==> src/rtl/audio_pkg.sv <==
// Shared types and constants for the digit beep audio path.
package audio_pkg;

    localparam int unsigned SAMPLE_W  = 12;
    localparam int unsigned MAX_DIGIT = 9;

    typedef enum logic [1:0] {
        IDLE = 2'd0,
        TONE = 2'd1,
        GAP  = 2'd2
    } state_t;

    function automatic int unsigned cycles_per_ms(input int unsigned clk_hz);
        return clk_hz / 1000;
    endfunction

endpackage

==> src/rtl/square_tone_gen.sv <==
// Square-wave phase generator: toggles o_phase every HP enabled cycles.
// Disabled or cleared, it parks with the count at 0 and the phase high.
module square_tone_gen #(
    parameter int unsigned HP = 5
) (
    input  logic clock,
    input  logic rst_n,
    input  logic i_en,
    input  logic i_clear,
    output logic o_phase
);

    localparam int unsigned CNT_W = (HP > 1) ? $clog2(HP) : 1;

    logic [CNT_W-1:0] r_cnt;
    logic             r_phase;

    always_ff @(posedge clock or negedge rst_n) begin
        if (!rst_n) begin
            r_cnt   <= '0;
            r_phase <= 1'b0;
        end else if (i_clear || !i_en) begin
            r_cnt   <= '0;
            r_phase <= 1'b1;
        end else if (r_cnt == CNT_W'(HP - 1)) begin
            r_cnt   <= '0;
            r_phase <= ~r_phase;
        end else begin
            r_cnt <= r_cnt + CNT_W'(1);
        end
    end

    assign o_phase = r_phase;

endmodule

==> src/rtl/digit_beep_sequencer.sv <==
// Plays N beeps for an accepted digit N (one long beep for 0) as a 12-bit square wave.
// Optional build macro BEEP_RETRIGGER_EN: a valid edge while busy restarts the sequence.
module digit_beep_sequencer
    import audio_pkg::*;
#(
    parameter int unsigned         CLK_HZ  = 100_000_000,
    parameter int unsigned         TONE_HZ = 400,
    parameter int unsigned         BEEP_MS = 150,
    parameter int unsigned         GAP_MS  = 100,
    parameter int unsigned         ZERO_MS = 500,
    parameter logic [SAMPLE_W-1:0] AMP     = 12'hFFF
) (
    input  logic                clock,
    input  logic                rst_n,
    input  logic                trig,
    input  logic [3:0]          digit,
    input  logic                mute,
    output logic [SAMPLE_W-1:0] audio_out,
    output logic                busy,
    output logic [3:0]          beeps_left
);

    localparam int unsigned CPM    = cycles_per_ms(CLK_HZ);
    localparam int unsigned HP     = CLK_HZ / (2 * TONE_HZ);
    localparam int unsigned DIV_W  = (CPM > 1) ? $clog2(CPM) : 1;
    localparam int unsigned MAX_MS = (ZERO_MS > BEEP_MS) ?
                                     ((ZERO_MS > GAP_MS) ? ZERO_MS : GAP_MS) :
                                     ((BEEP_MS > GAP_MS) ? BEEP_MS : GAP_MS);
    localparam int unsigned MS_W   = $clog2(MAX_MS + 1);

    state_t           r_state;
    logic             r_trig_d;
    logic [DIV_W-1:0] r_div;
    logic [MS_W-1:0]  r_ms;
    logic [3:0]       r_beeps;
    logic             r_long;

    state_t           w_state_nxt;
    logic [DIV_W-1:0] w_div_nxt;
    logic [MS_W-1:0]  w_ms_nxt;
    logic [3:0]       w_beeps_nxt;
    logic             w_long_nxt;
    logic             w_edge;
    logic             w_accept;
    logic             w_tick;
    logic             w_on_last;
    logic             w_gap_last;
    logic             w_phase;

    assign w_edge = trig & ~r_trig_d;

`ifdef BEEP_RETRIGGER_EN
    assign w_accept = w_edge && (digit <= 4'(MAX_DIGIT));
`else
    assign w_accept = w_edge && (digit <= 4'(MAX_DIGIT)) && (r_state == IDLE);
`endif

    assign w_tick     = (r_div == DIV_W'(CPM - 1));
    assign w_on_last  = (r_ms == (r_long ? MS_W'(ZERO_MS - 1) : MS_W'(BEEP_MS - 1)));
    assign w_gap_last = (r_ms == MS_W'(GAP_MS - 1));

    always_ff @(posedge clock or negedge rst_n) begin
        if (!rst_n) begin
            r_state  <= IDLE;
            r_trig_d <= 1'b0;
            r_div    <= '0;
            r_ms     <= '0;
            r_beeps  <= '0;
            r_long   <= 1'b0;
        end else begin
            r_state  <= w_state_nxt;
            r_trig_d <= trig;
            r_div    <= w_div_nxt;
            r_ms     <= w_ms_nxt;
            r_beeps  <= w_beeps_nxt;
            r_long   <= w_long_nxt;
        end
    end

    // Sequencing: ms divider runs only while busy; accept overrides everything.
    always_comb begin
        w_state_nxt = r_state;
        w_ms_nxt    = r_ms;
        w_beeps_nxt = r_beeps;
        w_long_nxt  = r_long;
        w_div_nxt   = (r_state == IDLE || w_tick) ? '0 : r_div + DIV_W'(1);

        case (r_state)
            TONE: begin
                if (w_tick) begin
                    if (w_on_last) begin
                        w_state_nxt = GAP;
                        w_ms_nxt    = '0;
                        w_beeps_nxt = r_beeps - 4'(1);
                    end else begin
                        w_ms_nxt = r_ms + MS_W'(1);
                    end
                end
            end
            GAP: begin
                if (w_tick) begin
                    if (w_gap_last) begin
                        w_ms_nxt    = '0;
                        w_state_nxt = (r_beeps != 4'(0)) ? TONE : IDLE;
                    end else begin
                        w_ms_nxt = r_ms + MS_W'(1);
                    end
                end
            end
            default: begin
                w_ms_nxt = '0;
            end
        endcase

        if (w_accept) begin
            w_state_nxt = TONE;
            w_div_nxt   = '0;
            w_ms_nxt    = '0;
            w_beeps_nxt = (digit == 4'(0)) ? 4'(1) : digit;
            w_long_nxt  = (digit == 4'(0));
        end
    end

    square_tone_gen #(
        .HP (HP)
    ) u_tone (
        .clock   (clock),
        .rst_n   (rst_n),
        .i_en    (r_state == TONE),
        .i_clear (w_accept),
        .o_phase (w_phase)
    );

    // mute gates the registered phase combinationally so it acts within the cycle.
    assign audio_out  = (w_phase && (r_state == TONE) && !mute) ? AMP : '0;
    assign busy       = (r_state != IDLE);
    assign beeps_left = r_beeps;

endmodule

==> config.mk <==
export PLATFORM = sky130hd
export DESIGN_NAME = digit_beep_sequencer
export DESIGN_NICKNAME = d
export VERILOG_FILES = /design/src/rtl/audio_pkg.sv /design/src/rtl/square_tone_gen.sv /design/src/rtl/digit_beep_sequencer.sv
export SDC_FILE = /design/constraint.sdc
export NUM_CORES = 1
export LEC_CHECK = 0
export CAP_MARGIN = 10
export CORE_MARGIN = 4
export CORE_UTILIZATION = 25
export DETAILED_ROUTE_END_ITERATION = 10
export SLEW_MARGIN = 20
export SYNTH_ARGS = -nofsm -noshare
export SYNTH_HDL_FRONTEND = slang
export SYNTH_SLANG_ARGS = --single-unit
==> constraint.sdc <==
create_clock -name clock -period 4.23 [get_ports clock]
set_input_delay 0.423 -clock clock [delete_from_list [all_inputs] [get_ports clock]]
set_output_delay 0.423 -clock clock [all_outputs]
set_load 0.01 [all_outputs]
==> results.sh, run 1 <==
export IMPL_status="complete, no violations"
export IMPL_setup_violations=0
export IMPL_post_synth_cell_area_avg_um2=9.653
export IMPL_holdBufCountCts=0
export IMPL_number_of_enable_flip_flop_cells_after_synthesis=0
export IMPL_timing_worst_setup_path_type="reg -> out"
export IMPL_finalCritPeriodShare_pct=66.44
export IMPL_finalInstanceArea_um2=3297
export IMPL_netlist_area_um2=2809
export IMPL_clockBufferDepth=2
export IMPL_netlist_cell_type_count=45
export IMPL_grt_overflow_total=0
export IMPL_critical_path_cell_chain="inv_1 -> ha_1 -> nand2_1 -> nor2_1 -> clkdlybuf4s50_1"
export IMPL_leakage_uw=0.001396
export IMPL_place_detailed_hpwl_um=3790
export IMPL_postSynth_topFlopCell="sky130_fd_sc_hd__dfrtp_1"
export IMPL_maxSlewViolCount=0
export IMPL_critical_path_top_delay_family="buffers and inverters"
export IMPL_area_growth_from_synthesis_to_layout_pct=17.37
export IMPL_layout_drive_gt1_share_pct=6.818
export IMPL_fp_coreArea_um2=10940
export IMPL_critical_path_arrival_ns=2.39
export IMPL_number_of_global_route_vias_before_repair=2148
export IMPL_die_y_um=114
export IMPL_crit_path_max_cell_delay_ns=0.65
export IMPL_post_drt_wl_per_cell_um=11.97
export IMPL_cp_data_required_time_ns=3.81
export IMPL_critical_path_startpoint_type="flop"
export IMPL_numPortBuffers=24
export IMPL_worst_slew_margin_rel_pct=52.91
export IMPL_path_depth=5
export IMPL_cts_tree="built"
export IMPL_antenna_found_initial=0
export IMPL_initial_utilization_pct=25.69
export IMPL_placed_cells_incl_taps=440
export IMPL_cts_root_buffer="sky130_fd_sc_hd__clkbuf_16"
export IMPL_clkTransAtPathRegs_ns=0.07
export IMPL_clk_insertion_delay_late_ns=0.29
export IMPL_unrepaired_setup_endpoints_after_global_routing="no"
export IMPL_route_detailed_vias_per_inst=4.612
export IMPL_timing_final_crit_period_ns=2.810
export IMPL_fin_cells=448
export IMPL_holdWs_ns=0.2384
export IMPL_wirelength_um=5362
export IMPL_grt_pass1_wl_um=9618
export IMPL_antenna_diode_count=0
export IMPL_htree_num_levels=2
export IMPL_cts_sinks=52
export IMPL_fin_worst_skew_ns=0.007239
export IMPL_synth_cells=291
export IMPL_power_total_uw=974.3
export IMPL_synth_fp_nets=307
export IMPL_ctsResizeCount=0
export IMPL_die_area_um2=13000
export IMPL_firstDrtPassIters=4
export IMPL_power_density_cell_area_nw_per_um2=295.5
export IMPL_top_level_ports=25
export IMPL_area_taken_by_multi_input_logic_gates_um2=1373
export IMPL_nets=323
export IMPL_clock_fmax_mhz=355.8
export IMPL_final_seq_area_um2=1301
export IMPL_globalRouteTotalUtil_pct=8.847
export IMPL_warning_count_from_the_yosys_run=0
export IMPL_fin_setup_tns_ns=0
export IMPL_cp_max_fo=12
export IMPL_detailroute_via_count=2066
export IMPL_worstMarginPinSlew_ns=0.7062
export IMPL_critical_path_slowest_cell="sky130_fd_sc_hd__clkdlybuf4s50_1"
export IMPL_synth_seq_cells=52
export IMPL_drc=0
export IMPL_grt_start_max_net_pins=53
export IMPL_fp_dieW_um=114
export IMPL_timing_reg2reg_worst_path_depth=5
export IMPL_row_count=38
export IMPL_vdd_drop_max_uv=240.3
export IMPL_cap_violations=0
export IMPL_synth_async_sr_flop_share_pct=100.0
export IMPL_postPlaceCellArea_um2=3126
export IMPL_cts_made_buffers=5
export IMPL_drt_iter0_drc=112
export IMPL_seq_area_frac_synth_pct=46.33
export IMPL_critPathBufInv=2
export IMPL_fillers=1144
export IMPL_hold_wc_path_type="in -> async"
export IMPL_drtAntennaViolNets=0
export IMPL_gp_routability_congestion=0.7953
export IMPL_final_hold_viol_count=0
export IMPL_postCtsSetupRepairBufs=0
export IMPL_end_kind="output port"
[routing by layer]
layer	global-route usage [%]	part of all wire (%)	vias to the layer above	routed length, um
met1	11.85	50	989	2676
met2	14.25	46	37	2492
met3	1.963	2.7	6	146
met5	0	0	-	0
met4	2.771	0.86	0	46
li1	-	-	1034	-
[sequential cells by signal (all words and copies together) (netlist names)]
signal and count:
r_long 1, u_tone.r_cnt 17, r_ms 9, r_div 17, r_trig_d 1, beeps_left 4
u_tone.o_phase 1, r_state 2
[report_power, final]
group | total [uW] | switching (uW) | leakage [uW] | internal [uW]
Clock | 459 | 178 | 0.0000815 | 282
Sequential | 497 | 0.0672 | 0.000679 | 497
Combinational | 17.5 | 11.3 | 0.000636 | 6.16
[through the flow]
| step | worst slack [ns] | utilization (%) |
|---|---|---|
| final | 1.420 | 30.15 |
| after global routing | 1.202 | 30.15 |
| after CTS | 1.433 | 30.11 |
| after detailed placement | 1.756 | 28.58 |
| after global placement | 1.818 | 28.58 |
| after floorplan | 2.077 | - |
[Yosys cell counts, drive strengths merged, types with 2 or more instances]
cell type | instances | area, um^2
nand4 | 4 | 25.02
o21ai | 11 | 55.05
xnor2 | 14 | 122.6
dfrtp | 52 | 1301
clkbuf | 5 | 18.77
and4 | 7 | 61.31
buf | 11 | 82.58
a221o | 2 | 20.02
mux2 | 2 | 22.52
nor4b | 2 | 17.52
nor4bb | 3 | 30.03
and3 | 11 | 68.82
nor4 | 3 | 18.77
nor2 | 48 | 187.7
inv | 10 | 37.54
nand3 | 14 | 70.07
nor3 | 7 | 35.03
or3 | 3 | 18.77
a22o | 4 | 40.04
a21oi | 7 | 35.03
nand2 | 24 | 90.09
and4b | 2 | 21.27
xor2 | 18 | 157.7
nor2b | 2 | 12.51
ha | 8 | 100.1
[layout by cell type (no fill, tap or decap), types with 2 or more instances in the layout]
| master | synthesis | final |
|---|---|---|
| sky130_fd_sc_hd__dfrtp_1 | 52 | 52 |
| sky130_fd_sc_hd__nor2_1 | 47 | 47 |
| sky130_fd_sc_hd__nand2_1 | 24 | 24 |
| sky130_fd_sc_hd__clkdlybuf4s50_1 | 0 | 23 |
| sky130_fd_sc_hd__xor2_1 | 18 | 18 |
| sky130_fd_sc_hd__nand3_1 | 14 | 14 |
| sky130_fd_sc_hd__xnor2_1 | 14 | 14 |
| sky130_fd_sc_hd__and3_1 | 11 | 11 |
| sky130_fd_sc_hd__inv_1 | 10 | 10 |
| sky130_fd_sc_hd__o21ai_0 | 10 | 10 |
| sky130_fd_sc_hd__ha_1 | 8 | 8 |
| sky130_fd_sc_hd__and4_1 | 7 | 7 |
| sky130_fd_sc_hd__nor3_1 | 7 | 7 |
| sky130_fd_sc_hd__a21oi_1 | 7 | 7 |
| sky130_fd_sc_hd__clkbuf_16 | 0 | 5 |
| sky130_fd_sc_hd__nand4_1 | 4 | 4 |
| sky130_fd_sc_hd__a22o_2 | 4 | 4 |
| sky130_fd_sc_hd__nor4_1 | 3 | 3 |
| sky130_fd_sc_hd__nor4bb_1 | 3 | 3 |
| sky130_fd_sc_hd__or3_1 | 3 | 3 |
| sky130_fd_sc_hd__nor2b_1 | 2 | 2 |
| sky130_fd_sc_hd__nor4b_1 | 2 | 2 |
| sky130_fd_sc_hd__a221o_1 | 2 | 2 |
| sky130_fd_sc_hd__mux2_2 | 2 | 2 |
[final cells by class]
type	count	share of cell area [%]
multi-input cells	213	41.63
flip-flops and latches	52	39.47
repair buffers	25	7.362
well taps	140	5.313
clock buffers	6	3.909
clock inverters	2	1.176
inverters	10	1.139
[cells by family (layout without fill, tap and decap cells)]
| family | after synthesis | count (layout) | share of synthesized area, % |
|---|---|---|---|
| AND/OR/NAND/NOR | 136 | 136 | 25.12 |
| flip-flops | 52 | 52 | 46.33 |
| AO/OA/AOI/OAI | 34 | 34 | 8.909 |
| XOR/XNOR | 32 | 32 | 9.978 |
| buffers and inverters | 26 | 43 | 4.945 |
| adder cells (fa/ha/maj) | 8 | 8 | 3.564 |
| multiplexers | 3 | 3 | 1.158 |
[worst register-to-register path, stage by stage (launching register included)]
cell and delay, ns:
sky130_fd_sc_hd__dfrtp_1 0.43, sky130_fd_sc_hd__or4_1 0.53, sky130_fd_sc_hd__o31a_1 0.34, sky130_fd_sc_hd__o311ai_4 0.55, sky130_fd_sc_hd__nor2_4 0.11, sky130_fd_sc_hd__a221o_1 0.31
[final timing paths]
| kind | from | endpoint | slack [ns] |
|---|---|---|---|
| worst max-delay path | r_state[1]$_DFFE_PN0P_ | audio_out[1] | 1.42 |
| worst min-delay path | rst_n | u_tone.r_cnt[9]$_DFF_PN0_ | 0.24 |
| worst max register to register | r_ms[7]$_DFFE_PN0P_ | r_ms[6]$_DFFE_PN0P_ | 1.85 |
| worst min register to register | u_tone.r_cnt[0]$_DFF_PN0_ | u_tone.r_cnt[0]$_DFF_PN0_ | 0.46 |
| max in group asynchronous | rst_n | r_state[0]$_DFFE_PN0P_ | 3.55 |
| min in group clock | u_tone.r_cnt[0]$_DFF_PN0_ | u_tone.r_cnt[0]$_DFF_PN0_ | 0.46 |
Note: power is estimated with default switching activity, not from simulation.
==> run 2: changes to the inputs <==
Clock period 4.23 ns to 2.9 ns, I/O delays scaled along.
==> run 2 against run 1 <==
Net effect:
- final cell count grew 0.22%
- sequential share of layout area shrank 0.090 points
- routed wire length is 0.86% lower
- worst setup slack worse by 1.1 ns
- utilization increased by 0.069 points
- clock power increased by 49%
- non-clock buffer count up 1
- count of clock-buffer cells in the layout is 1 lower
- combinational power rose by 49%
- via count rose by 1.3%
- sequential power up 46%
- first-iteration DRC count down 51%
- largest cell class unchanged
==> results.sh, run 2 (same netlist as run 1, synthesis figures left out) <==
export IMPL_status="complete, no violations"
export IMPL_power_density_cell_area_nw_per_um2=435.0
export IMPL_final_seq_area_um2=1301
export IMPL_number_of_global_route_vias_before_repair=2127
export IMPL_power_switching_fraction_pct=20.36
export IMPL_worst_slew_margin_rel_pct=55.95
export IMPL_hold_wc_path_type="in -> async"
export IMPL_layout_commonest_cell="sky130_fd_sc_hd__dfrtp_1"
export IMPL_seqPwrFrac_pct=50.5
export IMPL_clk_insertion_delay_late_ns=0.29
export IMPL_globalRouteTotalUtil_pct=8.759
export IMPL_layout_drive_gt1_share_pct=7.120
export IMPL_place_detailed_hpwl_um=3804
export IMPL_die_area_um2=13000
export IMPL_clock_power_share_pct=47.7
export IMPL_critical_path_slowest_cell="sky130_fd_sc_hd__clkdlybuf4s50_1"
export IMPL_clockBufferDepth=2
export IMPL_fillers=1136
export IMPL_post_drt_wl_per_cell_um=11.84
export IMPL_htree_num_levels=2
export IMPL_groute_layer_met3_usage_pct=2.016
export IMPL_critical_path_top_delay_family="buffers and inverters"
export IMPL_grt_start_max_net_pins=53
export IMPL_final_hold_viol_count=0
export IMPL_detailroute_via_count=2092
export IMPL_cp_data_required_time_ns=2.61
export IMPL_area_taken_by_multi_input_logic_gates_um2=1369
export IMPL_unrepaired_setup_endpoints_after_global_routing="no"
export IMPL_gr_max_usage_layer="met2"
export IMPL_cts_made_buffers=5
export IMPL_internal_power_uw=1145
export IMPL_antenna_found_initial=0
export IMPL_grt_pass1_wl_um=9604
export IMPL_fp_dieW_um=114
export IMPL_crit_path_max_cell_delay_ns=0.65
export IMPL_gp_routability_congestion=0.7921
export IMPL_cts_root_buffer="sky130_fd_sc_hd__clkbuf_16"
export IMPL_postCtsSetupRepairBufs=0
export IMPL_holdBufCountCts=0
export IMPL_vdd_drop_max_uv=220.5
export IMPL_firstDrtPassIters=5
export IMPL_setup_violations=0
export IMPL_top_level_ports=25
export IMPL_clkTransAtPathRegs_ns=0.07
export IMPL_end_kind="output port"
export IMPL_ctsResizeCount=0
export IMPL_finalCritPeriodShare_pct=90.43
export IMPL_drt_iter0_drc=55
export IMPL_drc=0
export IMPL_fin_setup_tns_ns=0
export IMPL_initial_utilization_pct=25.69
export IMPL_total_switching_power_uw=292.7
export IMPL_postPlaceCellArea_um2=3133
export IMPL_route_detailed_vias_per_inst=4.659
export IMPL_critical_path_arrival_ns=2.33
export IMPL_timing_final_crit_period_ns=2.623
export IMPL_row_count=38
export IMPL_numPortBuffers=24
export IMPL_critical_path_cell_chain="inv_1 -> ha_1 -> nand2_1 -> nor2_1 -> clkdlybuf4s50_1"
export IMPL_clock_fmax_mhz=381.3
export IMPL_gr_usage_met2_pct=14.32
export IMPL_critical_path_startpoint_type="flop"
export IMPL_cap_violations=0
export IMPL_cts_sinks=52
export IMPL_die_y_um=114
export IMPL_grtUsageMet1_pct=11.75
export IMPL_worstMarginPinSlew_ns=0.6608
export IMPL_timing_worst_setup_path_type="reg -> out"
export IMPL_antenna_diode_count=0
export IMPL_cp_max_fo=12
export IMPL_leakage_uw=0.001399
export IMPL_finalInstanceArea_um2=3304
export IMPL_share_comb_of_total_power_pct=1.8
export IMPL_critPathBufInv=2
export IMPL_nets=324
export IMPL_fin_worst_skew_ns=0.007282
export IMPL_drtAntennaViolNets=0
export IMPL_maxSlewViolCount=0
export IMPL_wirelength_um=5316
export IMPL_fp_coreArea_um2=10940
export IMPL_largest_registers="r_div x17, u_tone.r_cnt x17, r_ms x9"
export IMPL_area_growth_from_synthesis_to_layout_pct=17.64
export IMPL_cts_tree="built"
export IMPL_top_library_cells_by_usage_in_the_layout_fill_and_taps_aside="sky130_fd_sc_hd__dfrtp_1 (52), sky130_fd_sc_hd__nor2_1 (47), sky130_fd_sc_hd__nand2_1 (24)"
export IMPL_grt_overflow_total=0
export IMPL_reg2reg_setup_slack_ns=0.53
-- run 2: final cells by class --
class                   instances  share of cell area (%)
clock inverters                 3                   1.401
well taps                     140                   5.301
inverters                      10                   1.136
clock buffers                   5                   3.786
flip-flops and latches         52                   39.38
multi-input cells             213                   41.42
repair buffers                 26                   7.573
-- run 2: per-stage QoR --
| step | setup slack, ns | power, uW | util, % | cells | hold slack (ns) |
|---|---|---|---|---|---|
| after floorplan | 0.7465 | 740.9 | - | 291 | -0.005591 |
| after global placement | 0.5836 | 767.2 | 28.65 | 441 | 0.4407 |
| after detailed placement | 0.5396 | 767.4 | 28.65 | 441 | 0.4473 |
| after CTS | 0.2339 | 1460 | 30.22 | 449 | 0.1577 |
| after global routing | 0.06739 | 1498 | 30.22 | 449 | 0.1893 |
| final | 0.2774 | 1438 | 30.22 | 449 | 0.1026 |
-- run 2: path summary, 6_finish.rpt --
| path | from | to | depth (start not counted) |
|---|---|---|---|
| worst max register to register | r_ms[7]$_DFFE_PN0P_ | r_ms[8]$_DFFE_PN0P_ | 5 |
| worst max-delay path | r_state[1]$_DFFE_PN0P_ | audio_out[8] | 5 |
| min in group clock | u_tone.r_cnt[0]$_DFF_PN0_ | u_tone.r_cnt[0]$_DFF_PN0_ | 1 |
| worst min register to register | u_tone.r_cnt[0]$_DFF_PN0_ | u_tone.r_cnt[0]$_DFF_PN0_ | 1 |
| worst min-delay path | rst_n | u_tone.r_cnt[9]$_DFF_PN0_ | 2 |
| max in group asynchronous | rst_n | r_div[9]$_DFF_PN0_ | 2 |
-- run 2: metal layers --
| layer | vias up | part of all wire, % |
|---|---|---|
| met5 | - | 0 |
| met4 | 0 | 0.81 |
| met3 | 5 | 3.8 |
| met2 | 40 | 46 |
| met1 | 1009 | 49 |
| li1 | 1038 | - |
-- run 2: worst reg2reg max path, stage by stage (launching register included) --
cell and delay, ns:
sky130_fd_sc_hd__dfrtp_1 0.42, sky130_fd_sc_hd__or4_1 0.53, sky130_fd_sc_hd__o31a_1 0.33, sky130_fd_sc_hd__o311ai_4 0.53
sky130_fd_sc_hd__nor2_4 0.11, sky130_fd_sc_hd__a221o_1 0.32
-- run 2: power by group through the flow --
| stage | clock [uW] | combinational [uW] | sequential (uW) |
|---|---|---|---|
| after global routing | 742 | 30.8 | 725 |
| final | 686 | 26.0 | 725 |
| after CTS | 707 | 28.0 | 725 |
| after detailed placement | 0 | 27.7 | 740 |
| after global placement | 0 | 27.5 | 740 |
| after floorplan | 0 | 1.13 | 740 |
==> run 3: changes to the inputs <==
Settings changed: CORE_MARGIN 4 to unset.
==> run 3 against run 2 <==
Net effect:
- non-clock buffer count is 1 higher
- final cell count is 0.22% higher
- maximum frequency is 0.53% lower
- register-to-register slack hardly changed
- via count is 1.5% lower
- power is 12% lower
- sequential cell count stayed put
- critical path depth stayed put
- worst hold slack better by 0.35 ns
- routed wire length is 2.7% lower
==> results.sh, run 3 (same netlist as run 1, synthesis figures left out) <==
export IMPL_hold_wc_path_type="in -> async"
export IMPL_area_taken_by_multi_input_logic_gates_um2=1369
export IMPL_setup_violations=0
export IMPL_row_count=38
export IMPL_power_density_cell_area_nw_per_um2=386.7
export IMPL_antenna_diode_count=0
export IMPL_layout_commonest_cell="sky130_fd_sc_hd__dfrtp_1"
export IMPL_final_seq_area_um2=1301
export IMPL_worstMarginPinSlew_ns=0.5999
export IMPL_gr_usage_met2_pct=15.51
export IMPL_post_drt_wl_per_cell_um=11.49
export IMPL_end_kind="output port"
export IMPL_fp_coreArea_um2=10890
export IMPL_drt_iter0_drc=80
export IMPL_grt_overflow_total=0
export IMPL_fin_setup_tns_ns=0
export IMPL_nets=325
export IMPL_critical_path_cell_chain="inv_1 -> ha_1 -> nand2_1 -> nor2_1 -> clkdlybuf4s50_1"
export IMPL_critPathBufInv=2
export IMPL_worst_slew_margin_rel_pct=59.70
export IMPL_drtAntennaViolNets=0
export IMPL_critical_path_top_delay_family="buffers and inverters"
export IMPL_cp_max_fo=12
export IMPL_finalInstanceArea_um2=3254
export IMPL_clockBufferDepth=2
export IMPL_cts_root_buffer="sky130_fd_sc_hd__clkbuf_8"
export IMPL_timing_reg2reg_worst_path_depth=5
export IMPL_maxSlewViolCount=0
export IMPL_critical_path_slowest_cell="sky130_fd_sc_hd__clkdlybuf4s50_1"
export IMPL_groute_layer_met3_usage_pct=2.230
export IMPL_timing_worst_setup_path_type="reg -> out"
export IMPL_detailroute_via_count=2060
export IMPL_die_y_um=108
export IMPL_fin_worst_skew_ns=0.01019
export IMPL_place_detailed_hpwl_um=3753
export IMPL_finalCritPeriodShare_pct=90.92
export IMPL_number_of_global_route_vias_before_repair=2004
export IMPL_cts_sinks=52
export IMPL_drc=0
export IMPL_globalRouteTotalUtil_pct=9.532
export IMPL_status="complete, no violations"
export IMPL_fp_dieW_um=108
export IMPL_gp_routability_congestion=0.7969
export IMPL_final_hold_viol_count=0
export IMPL_crit_path_max_cell_delay_ns=0.64
export IMPL_firstDrtPassIters=4
export IMPL_htree_num_levels=2
export IMPL_top_library_cells_by_usage_in_the_layout_fill_and_taps_aside="sky130_fd_sc_hd__dfrtp_1 (52), sky130_fd_sc_hd__nor2_1 (47), sky130_fd_sc_hd__nand2_1 (24)"
export IMPL_timing_final_crit_period_ns=2.637
export IMPL_vdd_drop_max_uv=266.5
export IMPL_cap_violations=0
export IMPL_initial_utilization_pct=25.80
export IMPL_grtUsageMet1_pct=12.57
export IMPL_layout_drive_gt1_share_pct=6.774
export IMPL_leakage_uw=0.001378
export IMPL_utilization_of_the_core_after_routing_pct=29.89
export IMPL_gr_max_usage_layer="met2"
export IMPL_area_growth_from_synthesis_to_layout_pct=15.86
export IMPL_clk_insertion_delay_late_ns=0.31
export IMPL_wirelength_um=5170
export IMPL_clkTransAtPathRegs_ns=0.10
export IMPL_critical_path_arrival_ns=2.35
export IMPL_largest_registers="r_div x17, u_tone.r_cnt x17, r_ms x9"
export IMPL_reg2reg_setup_slack_ns=0.53
export IMPL_die_area_um2=11660
export IMPL_top_level_ports=25
export IMPL_route_detailed_vias_per_inst=4.578
export IMPL_fillers=1127
export IMPL_cts_tree="built"
export IMPL_cp_data_required_time_ns=2.61
export IMPL_grt_start_max_net_pins=34
export IMPL_critical_path_startpoint_type="flop"
export IMPL_numPortBuffers=24
export IMPL_antenna_found_initial=0
export IMPL_cts_made_buffers=5
export IMPL_grt_pass1_wl_um=8963
export IMPL_holdWs_ns=0.4510
export IMPL_postPlaceCellArea_um2=3133
export IMPL_timing_rr_start="r_ms[3]$_DFFE_PN0P_"
export IMPL_critical_path_reg2reg_endpoint="r_ms[7]$_DFFE_PN0P_"
export IMPL_clock_fmax_mhz=379.3
export IMPL_unrepaired_setup_endpoints_after_global_routing="no"
==> run 3: metal layers <==
layer,routed length (um),part of all wire [%],vias up
met2,2357,46,33
met5,0,0,-
li1,-,-,1038
met4,51,0.99,0
met1,2591,50,981
met3,170,3.3,8
==> run 3: where the power goes <==
part	total [uW]	switching [uW]	internal (uW)
logic	26.4	16.6	9.85
clock network	507	246	261
registers	725	0.117	725
==> run 3: layout make-up <==
type / instances / area share (%)
Clock inverter: 2 / 1.192
Sequential cell: 52 / 39.98
Clock buffer: 6 / 2.230
Tap cell: 140 / 5.383
Multi-Input combinational cell: 213 / 42.06
Timing Repair Buffer: 27 / 7.997
Inverter: 10 / 1.153
==> run 3: per-stage QoR <==
| stage | std cells | setup slack (ns) | power [uW] |
|---|---|---|---|
| 2_1_floorplan | 291 | 0.7465 | 740.9 |
| 3_3_place_gp | 441 | 0.5895 | 766.6 |
| 3_5_place_dp | 441 | 0.5404 | 766.9 |
| 4_1_cts | 450 | 0.2190 | 1278 |
| 5_1_grt | 450 | 0.01754 | 1307 |
| 6_report | 450 | 0.2635 | 1259 |
==> run 3: worst register-to-register path, stage by stage (launching register included) <==
cell and delay [ns]:
sky130_fd_sc_hd__dfrtp_1 0.45, sky130_fd_sc_hd__or4_1 0.52, sky130_fd_sc_hd__o31a_1 0.34, sky130_fd_sc_hd__o311ai_4 0.54, sky130_fd_sc_hd__o21ai_0 0.19, sky130_fd_sc_hd__a22o_2 0.23
==> run 3: how the worst max path moves through the flow <==
stage / start / endpoint / cells after the start
3_3_place_gp: r_ms[3]$_DFFE_PN0P_ / r_ms[6]$_DFFE_PN0P_ / 5
5_1_grt: r_state[1]$_DFFE_PN0P_ / audio_out[5] / 5
3_5_place_dp: r_ms[7]$_DFFE_PN0P_ / r_ms[8]$_DFFE_PN0P_ / 5
4_1_cts: r_state[1]$_DFFE_PN0P_ / audio_out[11] / 5
6_report: r_state[1]$_DFFE_PN0P_ / audio_out[3] / 5
2_1_floorplan: r_ms[7]$_DFFE_PN0P_ / r_ms[6]$_DFFE_PN0P_ / 5
==> run 3: repair_timing <==
action                                 4_1_cts  5_1_grt
buffers inserted                             0        0
endpoints found under the hold margin       19        0
hold buffers                                 1        0
gates resized for setup                      0        0
